## config.mk

```make
export PLATFORM = sky130hd
export DESIGN_NAME = writeback_stage
export DESIGN_NICKNAME = d
export VERILOG_FILES = /design/src/rtl/writeback_stage.sv
export SDC_FILE = /design/constraint.sdc
export NUM_CORES = 1
export LEC_CHECK = 0
export ABC_AREA = 0
export CAP_MARGIN = 20
export CORE_MARGIN = 8
export CORE_UTILIZATION = 45
export CTS_BUF_LIST = sky130_fd_sc_hd__clkbuf_16
export DETAILED_ROUTE_END_ITERATION = 12
export GPL_ROUTABILITY_DRIVEN = 0
export GPL_TIMING_DRIVEN = 0
export MAX_ROUTING_LAYER = met4
export PLACE_DENSITY = 0.81
export SETUP_SLACK_MARGIN = 0.02
export SLEW_MARGIN = 20
export SYNTH_ARGS = -nofsm -noshare
export SYNTH_HDL_FRONTEND = slang
export SYNTH_SLANG_ARGS = --single-unit
```

## constraint.sdc

```tcl
create_clock -name clk -period 3.5 [get_ports clk]
set_input_delay 0.7 -clock clk [delete_from_list [all_inputs] [get_ports clk]]
set_output_delay 0.7 -clock clk [all_outputs]
set_load 0.05 [all_outputs]
```

## src/rtl/writeback_stage.sv

```systemverilog
// MEM/WB pipeline register and write-back logic.
// Drives the register-file write port, EX bypass, retire counter, WWD port and halt.
module writeback_stage #(
   parameter int WORD_SIZE  = 16,
   parameter int REG_ADDR_W = 2,
   parameter int CNT_W      = 16
) (
   input  logic                  clk,
   input  logic                  reset_n,
   input  logic                  i_valid,
   input  logic                  i_reg_write,
   input  logic [REG_ADDR_W-1:0] i_dest,
   input  logic [1:0]            i_wb_sel,
   input  logic [WORD_SIZE-1:0]  i_alu_result,
   input  logic [WORD_SIZE-1:0]  i_mem_data,
   input  logic [WORD_SIZE-1:0]  i_pc_plus1,
   input  logic                  i_is_wwd,
   input  logic [WORD_SIZE-1:0]  i_wwd_data,
   input  logic                  i_is_halt,
   output logic                  rf_write_en,
   output logic [REG_ADDR_W-1:0] rf_write_reg,
   output logic [WORD_SIZE-1:0]  rf_write_data,
   output logic                  fwd_valid,
   output logic [REG_ADDR_W-1:0] fwd_reg,
   output logic [WORD_SIZE-1:0]  fwd_data,
   output logic [CNT_W-1:0]      num_inst,
   output logic [WORD_SIZE-1:0]  output_port,
   output logic                  is_halted
);

   localparam logic [1:0] SEL_ALU = 2'b00;
   localparam logic [1:0] SEL_MEM = 2'b01;
   localparam logic [1:0] SEL_PC  = 2'b10;

   logic                  v_q, v_d;
   logic                  rw_q, rw_d;
   logic [REG_ADDR_W-1:0] dest_q, dest_d;
   logic [1:0]            sel_q, sel_d;
   logic [WORD_SIZE-1:0]  alu_q, alu_d;
   logic [WORD_SIZE-1:0]  mem_q, mem_d;
   logic [WORD_SIZE-1:0]  pc_q, pc_d;
   logic                  wwd_q, wwd_d;
   logic [WORD_SIZE-1:0]  wwd_data_q, wwd_data_d;
   logic                  halt_q, halt_d;
   logic [CNT_W-1:0]      cnt_q, cnt_d;
   logic [WORD_SIZE-1:0]  port_q, port_d;
   logic                  halted_q, halted_d;
   logic                  retire;
   logic [WORD_SIZE-1:0]  wb_data;

   assign retire = v_q & ~halted_q;

   always_comb begin
      v_d        = i_valid & ~halted_q;
      rw_d       = i_reg_write;
      dest_d     = i_dest;
      sel_d      = i_wb_sel;
      alu_d      = i_alu_result;
      mem_d      = i_mem_data;
      pc_d       = i_pc_plus1;
      wwd_d      = i_is_wwd;
      wwd_data_d = i_wwd_data;
      halt_d     = i_is_halt;
      cnt_d      = cnt_q;
      port_d     = port_q;
      halted_d   = halted_q;
      if (retire) begin
         cnt_d = cnt_q + 1'b1;
         if (wwd_q)  port_d   = wwd_data_q;
         if (halt_q) halted_d = 1'b1;
      end
   end

   always_ff @(posedge clk) begin
      if (!reset_n) begin
         v_q        <= 1'b0;
         rw_q       <= 1'b0;
         dest_q     <= '0;
         sel_q      <= SEL_ALU;
         alu_q      <= '0;
         mem_q      <= '0;
         pc_q       <= '0;
         wwd_q      <= 1'b0;
         wwd_data_q <= '0;
         halt_q     <= 1'b0;
         cnt_q      <= '0;
         port_q     <= '0;
         halted_q   <= 1'b0;
      end else begin
         v_q        <= v_d;
         rw_q       <= rw_d;
         dest_q     <= dest_d;
         sel_q      <= sel_d;
         alu_q      <= alu_d;
         mem_q      <= mem_d;
         pc_q       <= pc_d;
         wwd_q      <= wwd_d;
         wwd_data_q <= wwd_data_d;
         halt_q     <= halt_d;
         cnt_q      <= cnt_d;
         port_q     <= port_d;
         halted_q   <= halted_d;
      end
   end

   // Select 11 is reserved: it yields zero and suppresses the write.
   always_comb begin
      unique case (sel_q)
         SEL_ALU: wb_data = alu_q;
         SEL_MEM: wb_data = mem_q;
         SEL_PC:  wb_data = pc_q;
         default: wb_data = '0;
      endcase
   end

   assign rf_write_en   = retire & rw_q & (sel_q != 2'b11);
   assign rf_write_reg  = dest_q;
   assign rf_write_data = wb_data;
   assign fwd_valid     = rf_write_en;
   assign fwd_reg       = dest_q;
   assign fwd_data      = wb_data;
   assign num_inst      = cnt_q;
   assign output_port   = port_q;
   assign is_halted     = halted_q;

endmodule
```

======== Word-level counts from Yosys, hierarchy flattened ========
Index checks and enable logic that the tools add are counted.
word-level totals
  flip-flop bits (word level) ............. 105
  latch bits .............................. 0
  bits in writable memories ............... 0
  memory bits (read-only) ................. 0
  bits of input ports ..................... 74
  output and inout bits ................... 71
  word-level logic and storage cells ...... 26
  memories kept ........................... 0
cells by class
  add/subtract/negate cells ............... 1
  multiply operators ...................... 0
  div/mod/pow operators ................... 0
  $lt $le $gt $ge ......................... 0
  eq/ne operators ......................... 3
  shift operators ......................... 0
  multiplexer cells ....................... 1
  bitwise operators ....................... 5
  reduce and logical (&&, ||, !) cells .... 3
operators by type and width
  cell                     number
  $pmux W16 S3             1
  $add A16 B1 Y16 const B  1
  $and A1 B1 Y1            4
  $reduce_and A2 Y1        2
  $eq A2 B1 Y1 const B     1
  $eq A2 B2 Y1 const B     1
  $logic_not A2 Y1         1
  $ne A2 B2 Y1 const B     1
  $not A1 Y1               1

======== Longest topological paths before layout ========
  word-level depth ........................ 4
  gate-level depth with buffers ........... 7
  mapped depth without buffers ............ 5

======== Worst setup path after synthesis ========
No wires, ideal clock.
  kind .................................... register to output
  start ................................... reg sel_q[1]
  end ..................................... out rf_write_data[0]
  arrival ................................. 2.401 ns
  required time ........................... 2.800 ns
  path slack .............................. 0.399 ns
  cell stages (with the launch flop) ...... 6
  buffers on the path ..................... 3
  cells stage by stage .................... dfxtp_1 -> buf_2 -> buf_2 -> mux2i_1 -> o21ai_0 -> buf_4
between the ends
  word-level cells in the longest chain between the ends .. 2
  elaborated cells on any way between the ends .. 4
  classes of those cells .................. eq/ne: 2; mux: 1; reduce/logical: 1
RTL lines
  item                                  RTL line  RTL
  start, declared                       38        logic [1:0] sel_q, sel_d;
  start signal, assigned                93        sel_q <= sel_d;
  $eq A2 B2 Y1 (tied with other cells)  108       unique case (sel_q)
  $pmux W16 S3 (*)                      108
  end, declared                         22        output logic [WORD_SIZE-1:0] rf_write_data,
Mark *: on every way between the ends. The rest lies on a longest branch, timed or not.

======== Worst setup path after layout ========
  start ................................... reg sel_q[0]
  end ..................................... out rf_write_data[12]
The elaborated chain is that of the path after synthesis.

==> results.cfg <==
[global_route]
grt_max_degree = 17
antenna_found_initial = 0
grt_pass1_vias = 3045
grt_pass1_wl_microns = 15520
grt_overflow = 0
grtUsageTotal_pct = 17.23

[cts]
worstSkewPairLatency_ns = 0.32
clockBufferDepth = 2
ctsHoldBuffers = 0
clock_sinks = 105
cts-buffers-inserted = 9
cts_setup_buffers = 0
cts_max_level = 3
cts_tree = yes
cts-root-buf = clkbuf_16
clkSlewWorstSetupHoldPaths_ns = 0.07

[worst_setup_path]
critPathTopFamily = buffers and inverters
cp_slowest_cell = dlygate4sd2_1
slowest_delay_ns = 0.52
cp.required_ns = 2.80
path_cells = nor2b_1 -> clkbuf_1 -> buf_2 -> nand2_1 -> o21ai_0 -> buf_4 -> dlygate4sd2_1
critPathCaptureType = output pin
rrSetupSlack_ns = 1.94
critPathMaxFanout = 10
critical_path_class = reg -> out
cp.arrival_ns = 2.56
startpoint_type = register
critPathBufInv = 4

[drt]
drt_wl_total_microns = 10290
ant_nets = 0
first_pass_iters = 4
post_drt_via_cell_ratio = 4.661
drt-initial-drc-count = 45
drc_errors = 0
vias = 3011
wl_per_cell_microns = 15.92

[timing]
max_slew.worst_pin.slew_ns = 0.5425
finClkSkew_ns = 0.004153
max-slew-margin-rel_pct = 63.72
setup_ws_ns = 0.2414
setup_viol = 0
rsz0062_at_grt = no
fin_setup_tns_ns = 0
final_hold_viol_count = 0
fmax_mhz = 306.9
fin_crit_sh_pct = 93.10
drv_slew = 0
fin_crit_ns = 3.259
worst_hold_slack_ns = 0.4380

[die]
start_util_pct = 46.62
die_area_sq_mm = 0.01177
num_rows = 33
ios = 145
core_sq_mm = 0.008258
die_w_microns = 108.5
die_y_microns = 108.5

[synthesis]
synth_fp_nets = 458
yosysMostFrequentCell = dfxtp_1
yosys-top-cells-area = dfxtp_1, and2_1, nand2_1, mux2i_1, buf_4
avgSynthCellArea_sq_um = 10.05
synth_top_cell_by_area = dfxtp_1
synth-seq-cells = 105
synth_ff_type = dfxtp_1
yosysUniqueCellTypes = 30
async_flop_share_pct = 0
synth.cells.most_frequent = dfxtp_1, and2_1, nand2_1
ys_warn_count = 0
yosysSeqAreaShare_pct = 54.60
synth_area_sq_mm = 0.003850
netlist_instances = 383
synth_top_area_share_pct = 54.60
synth_edf_count = 0

[cells_and_area]
layout-drive-gt1-share_pct = 8.688
multi_input_area_sq_mm = 0.001495
diodes = 0
fillerInstances = 641
nets = 613
seqCellArea_sq_mm = 0.002102
syn2layout_area_growth_pct = 48.75

[power]
ir_drop_v = 0.0003004
p_per_area_mw_per_mm2 = 459.3
total_power_mw = 2.630
leakage_nw = 2.484

[placed_design]
dpl_worst_slack_ns = 0.3194
dpl.hpwl_microns = 7871
port_buffers = 144

[run_status]
outcome = finished, final reports clean

[worst_hold_path]
hold_path.class = reg -> reg

[job]
drv_cap = 0
[cell families (layout without fill, tap and decap cells)]
group           count (synthesis)  count (layout)  synth area share, %
compound gates                 38              38                6.110
xor+xnor                       11              11                2.502
fa+ha+maj                       1               1               0.3249
flops                         105             105                54.60
simple gates                  168             168                24.96
buf+inv                        41             199                6.565
mux                            19              19                4.940
[final cells by class]
cell class / instances / share of cell area, %
tap: 105 / 2.294
sequential: 105 / 36.71
clock inverter: 5 / 1.027
clock buffer: 9 / 3.933
inverter: 2 / 0.1311
timing repair buffer: 144 / 25.52
buffer: 39 / 4.282
multi-input combinational: 237 / 26.11
[power breakdown]
group | switching [mW] | internal, mW
registers | 0.0173 | 1.24
logic | 0.225 | 0.190
clock network | 0.409 | 0.546
[metrics by stage]
step	utilization (%)	instance area, sq um	cells
after floorplan	-	3850	383
after CTS	68.98	5697	646
after global routing	69.35	5727	646
after detailed placement	65.67	5423	632
final	69.35	5727	646
after global placement	65.67	5423	632
[metal layers]
| metal | global-route usage [%] | part of all wire (%) | vias up |
|---|---|---|---|
| met5 | - | 0 | - |
| met3 | 3.153 | 6.1 | 10 |
| li1 | - | - | 1514 |
| met4 | 5.279 | 1.3 | 0 |
| met2 | 29.51 | 47 | 102 |
| met1 | 19.99 | 45 | 1385 |
[worst reg2reg max path, delay by kind of cell, from the launching register on]
kind | cells | cell delay [ns]
AND/OR/NAND/NOR | 3 | 0.74
flip-flops | 1 | 0.39
adder cells (fa/ha/maj) | 1 | 0.23
XOR/XNOR | 1 | 0.10
[path summary, 6_finish.rpt]
kind | from | end | cells past startpoint
setup / recovery | sel_q[0] | rf_write_data[12] | 7
hold / removal | wwd_data_q[12] | output_port[12] | 2
setup reg to reg | num_inst[0] | num_inst[14] | 5
hold reg to reg | wwd_data_q[12] | output_port[12] | 2
[cells in the final DEF (no fill, tap or decap), drive strengths merged, types with 2 or more instances in the layout]
cell type      netlist  layout
nand2               57      57
nor3                 4       4
buf                 27      27
nand3                4       4
clkinvlp             0       2
dlygate4sd2          0       8
and2                83      83
xor2                 7       7
nand2b               2       2
dlymetal6s2s         0      12
clkinv               0       2
nor2b                4       4
inv                  2       2
a21boi              18      18
xnor2                4       4
or3                  2       2
clkbuf              12      21
o21ai               18      18
dfxtp              105     105
a21oi                2       2
mux2i               19      19
nor4                 4       4
clkdlybuf4s50        0     124
nand4                4       4
[timing repair]
action | in CTS | in global routing
cloned | 0 | 0
resized for setup | 8 | 12
hold endpoints to repair | 0 | 0
endpoints found under the setup margin | 8 | 12
Note: power is estimated with default switching activity, not from simulation.
